## src/rtl/mlp_pkg.sv

```systemverilog
// Shared types and constants for the MLP feeder: the payload word, the feeder
// state encoding and the skid buffer depth.
package mlp_pkg;

  typedef logic [15:0] word_t;

  typedef enum logic [1:0] {
    S_IDLE,
    S_LOAD_W,
    S_LOAD_X,
    S_WAIT_RES
  } feeder_state_e;

  localparam int SKID_DEPTH = 2;

endpackage

```

## src/rtl/mlp_skid_buf.sv

```systemverilog
// Two-entry FIFO between the host stream and the core handshakes. The input
// ready is a flop (low during reset) so host backpressure never sees core ready.
module mlp_skid_buf
  import mlp_pkg::*;
(
  input  logic  clk_i,
  input  logic  rst_ni,
  input  logic  in_valid_i,
  output logic  in_ready_o,
  input  word_t in_data_i,
  output logic  out_valid_o,
  input  logic  out_ready_i,
  output word_t out_data_o
);

  localparam int PTR_W = $clog2(SKID_DEPTH);
  localparam int CNT_W = $clog2(SKID_DEPTH + 1);

  word_t            mem_q [SKID_DEPTH];
  word_t            mem_d [SKID_DEPTH];
  logic [PTR_W-1:0] wr_ptr_q, wr_ptr_d;
  logic [PTR_W-1:0] rd_ptr_q, rd_ptr_d;
  logic [CNT_W-1:0] cnt_q, cnt_d;
  logic             rdy_q, rdy_d;
  logic             push, pop;

  assign push        = in_valid_i & rdy_q;
  assign out_valid_o = (cnt_q != '0);
  assign pop         = out_valid_o & out_ready_i;
  assign in_ready_o  = rdy_q;
  assign out_data_o  = mem_q[rd_ptr_q];

  always_comb begin
    mem_d = mem_q;
    if (push) mem_d[wr_ptr_q] = in_data_i;
    wr_ptr_d = wr_ptr_q + PTR_W'(push);
    rd_ptr_d = rd_ptr_q + PTR_W'(pop);
    cnt_d    = cnt_q + CNT_W'(push) - CNT_W'(pop);
    rdy_d    = (cnt_d != CNT_W'(SKID_DEPTH));
  end

  // Data storage is reset too so the payload bus reads zero while in reset.
  always_ff @(posedge clk_i or negedge rst_ni) begin
    if (!rst_ni) begin
      mem_q    <= '{default: '0};
      wr_ptr_q <= '0;
      rd_ptr_q <= '0;
      cnt_q    <= '0;
      rdy_q    <= 1'b0;
    end else begin
      mem_q    <= mem_d;
      wr_ptr_q <= wr_ptr_d;
      rd_ptr_q <= rd_ptr_d;
      cnt_q    <= cnt_d;
      rdy_q    <= rdy_d;
    end
  end

endmodule

```

## src/rtl/mlp_feeder.sv

```systemverilog
// Host word stream to MLP core init/start handshakes: NUM_W weight words, then
// NUM_X-word input vectors gated by result pulses. Optional watchdog: MLP_FEEDER_TIMEOUT_EN.
module mlp_feeder
  import mlp_pkg::*;
#(
  parameter int NUM_W   = 16,
  parameter int NUM_X   = 4,
  parameter int CNT_W   = 16,
  parameter int TMO_CYC = 1024
) (
  input  logic             clk_i,
  input  logic             rst_ni,
  input  logic             s_valid_i,
  output logic             s_ready_o,
  input  logic [15:0]      s_data_i,
  input  logic             reload_i,
  output logic             init_valid_o,
  input  logic             init_ready_i,
  output logic             start_valid_o,
  input  logic             start_ready_i,
  output logic [15:0]      load_payload_o,
  input  logic             result_valid_i,
  output logic             weights_loaded_o,
  output logic [CNT_W-1:0] infer_count_o,
  output logic             err_o
);

  localparam int WC_W = $clog2(NUM_W + 1);
  localparam int XC_W = $clog2(NUM_X + 1);

  feeder_state_e    state_q, state_d;
  logic [WC_W-1:0]  w_cnt_q, w_cnt_d;
  logic [XC_W-1:0]  x_cnt_q, x_cnt_d;
  logic [CNT_W-1:0] infer_q, infer_d;
  logic             wl_q, wl_d;
  logic             pend_q, pend_d;
  logic             err_q, err_d;
  logic             inflight_q, inflight_d;
  logic             hold_q, hold_d;
  logic             head_vld, pop, take_rld;
  word_t            head;
`ifdef MLP_FEEDER_TIMEOUT_EN
  localparam int TMO_W = $clog2(TMO_CYC + 1);
  logic [TMO_W-1:0] tmo_q, tmo_d;
`endif

  mlp_skid_buf u_skid (
    .clk_i       (clk_i),
    .rst_ni      (rst_ni),
    .in_valid_i  (s_valid_i),
    .in_ready_o  (s_ready_o),
    .in_data_i   (s_data_i),
    .out_valid_o (head_vld),
    .out_ready_i (pop),
    .out_data_o  (head)
  );

  // A reload may only cut in at a vector boundary before start_valid_o has been shown.
  assign take_rld = (reload_i | pend_q) & (x_cnt_q == '0) & ~inflight_q;
  assign pop      = (init_valid_o & init_ready_i) | (start_valid_o & start_ready_i);

  always_comb begin
    state_d       = state_q;
    w_cnt_d       = w_cnt_q;
    x_cnt_d       = x_cnt_q;
    infer_d       = infer_q;
    wl_d          = wl_q;
    pend_d        = pend_q;
    err_d         = err_q;
    inflight_d    = 1'b0;
    hold_d        = s_valid_i & ~s_ready_o;
    init_valid_o  = 1'b0;
    start_valid_o = 1'b0;
`ifdef MLP_FEEDER_TIMEOUT_EN
    tmo_d         = '0;
`endif
    case (state_q)
      S_IDLE: begin
        if (reload_i) begin
          state_d = S_LOAD_W;
          wl_d    = 1'b0;
          w_cnt_d = '0;
          pend_d  = 1'b0;
        end else if (head_vld) begin
          state_d = S_LOAD_W;
        end
      end
      S_LOAD_W: begin
        init_valid_o = head_vld;
        if (reload_i) pend_d = 1'b1;
        if (head_vld && init_ready_i) begin
          if (w_cnt_q == WC_W'(NUM_W - 1)) begin
            wl_d    = 1'b1;
            w_cnt_d = '0;
            state_d = S_LOAD_X;
          end else begin
            w_cnt_d = w_cnt_q + WC_W'(1);
          end
        end
      end
      S_LOAD_X: begin
        if (take_rld) begin
          state_d = S_LOAD_W;
          wl_d    = 1'b0;
          w_cnt_d = '0;
          pend_d  = 1'b0;
        end else begin
          if (reload_i) pend_d = 1'b1;
          start_valid_o = head_vld;
          inflight_d    = head_vld & ~start_ready_i;
          if (head_vld && start_ready_i) begin
            if (x_cnt_q == XC_W'(NUM_X - 1)) begin
              x_cnt_d = '0;
              state_d = S_WAIT_RES;
            end else begin
              x_cnt_d = x_cnt_q + XC_W'(1);
            end
          end
        end
      end
      S_WAIT_RES: begin
        if (reload_i) pend_d = 1'b1;
        if (result_valid_i) begin
          infer_d = infer_q + CNT_W'(1);
          state_d = S_LOAD_X;
        end
`ifdef MLP_FEEDER_TIMEOUT_EN
        else if (tmo_q == TMO_W'(TMO_CYC - 1)) begin
          err_d   = 1'b1;
          state_d = S_LOAD_X;
        end else begin
          tmo_d = tmo_q + TMO_W'(1);
        end
`endif
      end
      default: state_d = S_IDLE;
    endcase
    if (result_valid_i && state_q != S_WAIT_RES) err_d = 1'b1;
    if (hold_q && !s_valid_i) err_d = 1'b1;
  end

  always_ff @(posedge clk_i or negedge rst_ni) begin
    if (!rst_ni) begin
      state_q    <= S_IDLE;
      w_cnt_q    <= '0;
      x_cnt_q    <= '0;
      infer_q    <= '0;
      wl_q       <= 1'b0;
      pend_q     <= 1'b0;
      err_q      <= 1'b0;
      inflight_q <= 1'b0;
      hold_q     <= 1'b0;
`ifdef MLP_FEEDER_TIMEOUT_EN
      tmo_q      <= '0;
`endif
    end else begin
      state_q    <= state_d;
      w_cnt_q    <= w_cnt_d;
      x_cnt_q    <= x_cnt_d;
      infer_q    <= infer_d;
      wl_q       <= wl_d;
      pend_q     <= pend_d;
      err_q      <= err_d;
      inflight_q <= inflight_d;
      hold_q     <= hold_d;
`ifdef MLP_FEEDER_TIMEOUT_EN
      tmo_q      <= tmo_d;
`endif
    end
  end

  assign load_payload_o   = head;
  assign weights_loaded_o = wl_q;
  assign infer_count_o    = infer_q;
  assign err_o            = err_q;

endmodule

```

## config.mk

```make
export PLATFORM = sky130hd
export DESIGN_NAME = mlp_feeder
export DESIGN_NICKNAME = d
export VERILOG_FILES = /design/src/rtl/mlp_pkg.sv /design/src/rtl/mlp_skid_buf.sv /design/src/rtl/mlp_feeder.sv
export SDC_FILE = /design/constraint.sdc
export NUM_CORES = 1
export LEC_CHECK = 0
export BUFFER_PORTS_ARGS = -buffer_cell sky130_fd_sc_hd__buf_2
export CELL_PAD_IN_SITES_DETAIL_PLACEMENT = 1
export CELL_PAD_IN_SITES_GLOBAL_PLACEMENT = 1
export CORE_MARGIN = 2
export CORE_UTILIZATION = 39
export CTS_CLUSTER_SIZE = 24
export DETAILED_ROUTE_END_ITERATION = 6
export PLACE_DENSITY = 0.74
export SLEW_MARGIN = 20
export SYNTH_ARGS = -nofsm -noshare
export SYNTH_HDL_FRONTEND = slang
export SYNTH_SLANG_ARGS = --single-unit
```

## constraint.sdc

```tcl
create_clock -name clk_i -period 2.2 [get_ports clk_i]
set_input_delay 0 -clock clk_i [delete_from_list [all_inputs] [get_ports clk_i]]
set_output_delay 0 -clock clk_i [all_outputs]
set_load 0.02 [all_outputs]
```

==> flow_summary.yaml <==
global_route:
  grtUsageTotal_pct: 17.4
  grt_max_degree: 69
  antenna_found_initial: 0
  grt_pass1_vias: 2422
  grt_first_pass_wirelength_um: 11700
  overflow: 0
finish:
  final_nets: 377
  final_layout_size_suffix_gt1_share_pct: 42.2
  antenna_cells: 0
  ff_latch_area_um2: 1700
  syn2layout_area_growth_pct: 30.4
  fill_cells: 863
  multiInputGateArea_um2: 1370
drt:
  viasPerCell: 4.88
  wl_um: 7050
  remaining_drc_errors: 0
  num_vias: 2210
  drtAntennaViolNets: 0
  drt-pass1-iter-count: 4
  drt-initial-drc-count: 53
  wire_per_inst_um: 15.6
timing:
  maxSlewViolCount: 0
  setup_ws_ps: -14.1
  rsz0062_at_grt: "true"
  tns_ps: -14.1
  fin_hold_ws_ps: 40.1
  hold_viol: 0
  setup_viol: 1
  timing.fmax_mhz: 452
  final.period_utilization_pct: 101
  tightest_slew_ps: 439
  finClkSkew_ps: 12.3
  slew_headroom_pct: 70.4
  fin_crit_ps: 2210
logic_synthesis:
  synth_area_leader_cell: "dfrtp_1"
  avgSynthCellArea_um2: 12.4
  synth.net_count: 284
  ys_warn_count: 0
  netlist_area_um2: 3130
  yosysTopAreaCellShare_pct: 54.4
  synth-seq-area-share_pct: 54.4
  ys_top_cells_by_area: "dfrtp_1 (54%), mux2_2 (18%), ha_1 (3.2%), xnor2_1 (2.5%), xor2_1 (2.5%)"
  ys_ff_latch: 68
  synth.distinct_cells: 38
  netlist_instances: 253
placed_design:
  hpwlAfterDp_um: 4790
  dp_slack_ps: -77.6
  port_buffers: 59
  globalplace.congestion: 0.793
critical_path:
  end_kind: "register"
  start_kind: "register"
  required_ps: 2430
  startpoint: "x_cnt_q[1]$_DFFE_PN0P_"
  worstPathMaxFanout: 3
  worstReg2RegStart: "x_cnt_q[1]$_DFFE_PN0P_"
  path_class: "register to register"
  crit_arrival_ps: 2450
min_path:
  hp-class: "input pin to register"
  holdCritStartpoint: "reload_i"
power_and_ir_drop:
  total_leakage_power_uw: 0.00192
  powerDensity_nw_per_um2: 1430
  ir_drop_v: 0.000628
status:
  outcome: "complete, but fails checks"
  violations: "negative setup slack"
floorplanning:
  rows: 32
  die_height_um: 93.6
  io_pins: 60
  fp.dieArea_um2: 8760
  die_x_um: 93.6
  start_util_pct: 40.3
  core_um2: 7770
clock_tree:
  cts_sinks: 68
  clk_pin_slew_ps: 80
  h-tree-depth: 3
  clock_latency_ps: 350
  cts_tree: "yes"
  numCtsBuffers: 9
  ctsRootBufferMaster: "clkbuf_8"
  clockBufferDepth: 2
run:
  drv_cap: 0
routing by layer:
layer  global-route usage [%]  routed length (µm)
met5                        0                   0
met4                     8.33                 132
met3                     2.90                 218
met2                     30.5                3590
met1                     20.7                3100
where the power goes:
part | total, µW | internal [µW] | switching, µW
Combinational | 2560 | 1260 | 1300
Sequential | 2100 | 1750 | 355
Clock | 1180 | 669 | 507
metrics by stage:
step	utilization [%]	total power, µW	instance area (µm²)	std cells
CTS	52.2	5830	4060	452
global placement	46.7	4470	3620	415
floorplan	-	3800	3150	253
global route	52.5	6240	4080	453
finish	52.5	5840	4080	453
detailed placement	46.7	4600	3620	415
cells in the mapped netlist (all sizes together):
cell type,number
mux2i,2
xor2,9
nand3,10
o21a,3
nand2b,4
nand4,3
nor3,7
a32oi,1
o21ai,5
or2,2
and3,2
a21oi,4
o221ai,1
nor2,13
a21boi,1
and2,1
dfrtp,68
nand3b,1
buf,5
nor4,1
nor3b,1
a2111oi,1
ha,8
o211ai,1
clkbuf,4
a31oi,3
nand2,10
nor2b,3
xnor2,9
and4,1
mux2,51
a221o,2
inv,16
worst max-delay path, stage by stage (launching register included):
cell and delay [ps]:
dfrtp_1 370, inv_1 50, ha_2 170, nor3b_4 160, a2111oi_4 420, a21oi_2 110, inv_1 60, ha_1 230
inv_2 70, ha_4 130, xnor2_2 120, xnor2_2 140, nand2b_1 70
logic make-up after synthesis:
| kind of cell | after synthesis | synth area share, % |
|---|---|---|
| buf+inv | 25 | 3.16 |
| compound gates | 22 | 5.32 |
| mux | 53 | 19.0 |
| fa+ha+maj | 8 | 3.20 |
| flops | 68 | 54.4 |
| simple gates | 59 | 9.95 |
| xor+xnor | 18 | 5.04 |
final timing paths:
kind	cells after the start	end	slack, ps
worst max-delay path	12	u_skid.in_ready_o$_DFF_PN0_	-10
worst min-delay path	3	pend_q$_DFFE_PN0N_	40
worst max register to register	12	u_skid.in_ready_o$_DFF_PN0_	-10
worst min register to register	1	hold_q$_DFF_PN0_	460
max in group asynchronous	3	infer_count_o[9]$_DFFE_PN0P_	1690
min in group asynchronous	3	pend_q$_DFFE_PN0N_	180
registers in the layout, indices dropped and copies added, names as in the netlist:
name,flops
u_skid.mem_q,32
infer_count_o,16
w_cnt_q,5
x_cnt_q,3
state_q,2
u_skid.cnt_q,2
err_o,1
hold_q,1
inflight_q,1
pend_q,1
u_skid.in_ready_o,1
u_skid.rd_ptr_q,1
u_skid.wr_ptr_q,1
weights_loaded_o,1
final cells by class:
type,instances,share of cell area [%]
flip-flops and latches,68,41.7
well taps,102,3.13
clock buffers,10,3.37
inverters,16,1.47
multi-input cells,160,33.6
clock inverters,6,2.12
repair buffers,91,14.7
layout by cell type, fill, tap and decap left out, types with 2 or more instances in the layout:
cell,instances
nor2_1,13
xnor2_2,2
o21ai_0,5
a31oi_1,3
and3_1,2
mux2_1,2
xnor2_1,7
nand2b_1,4
mux2i_1,2
dfrtp_1,68
nand4_1,2
mux2_2,49
buf_4,11
dlygate4sd3_1,20
xor2_1,9
buf_2,59
ha_1,6
nand2_1,9
clkbuf_8,10
a221o_1,2
nor3_1,7
clkinv_2,2
a21oi_1,3
nor2b_1,3
o21a_1,3
inv_1,15
nand3_1,10
bufinv_16,2
repair_timing:
action | 4_1_cts | 5_1_grt
pin swaps | 1 | 2
hold endpoints to repair | 104 | 0
gates resized for setup | 0 | 3
buffers inserted | 1 | 1
endpoints found under the setup margin | 2 | 2
hold buffers | 20 | 0
Power figures use the tool's default switching activity.
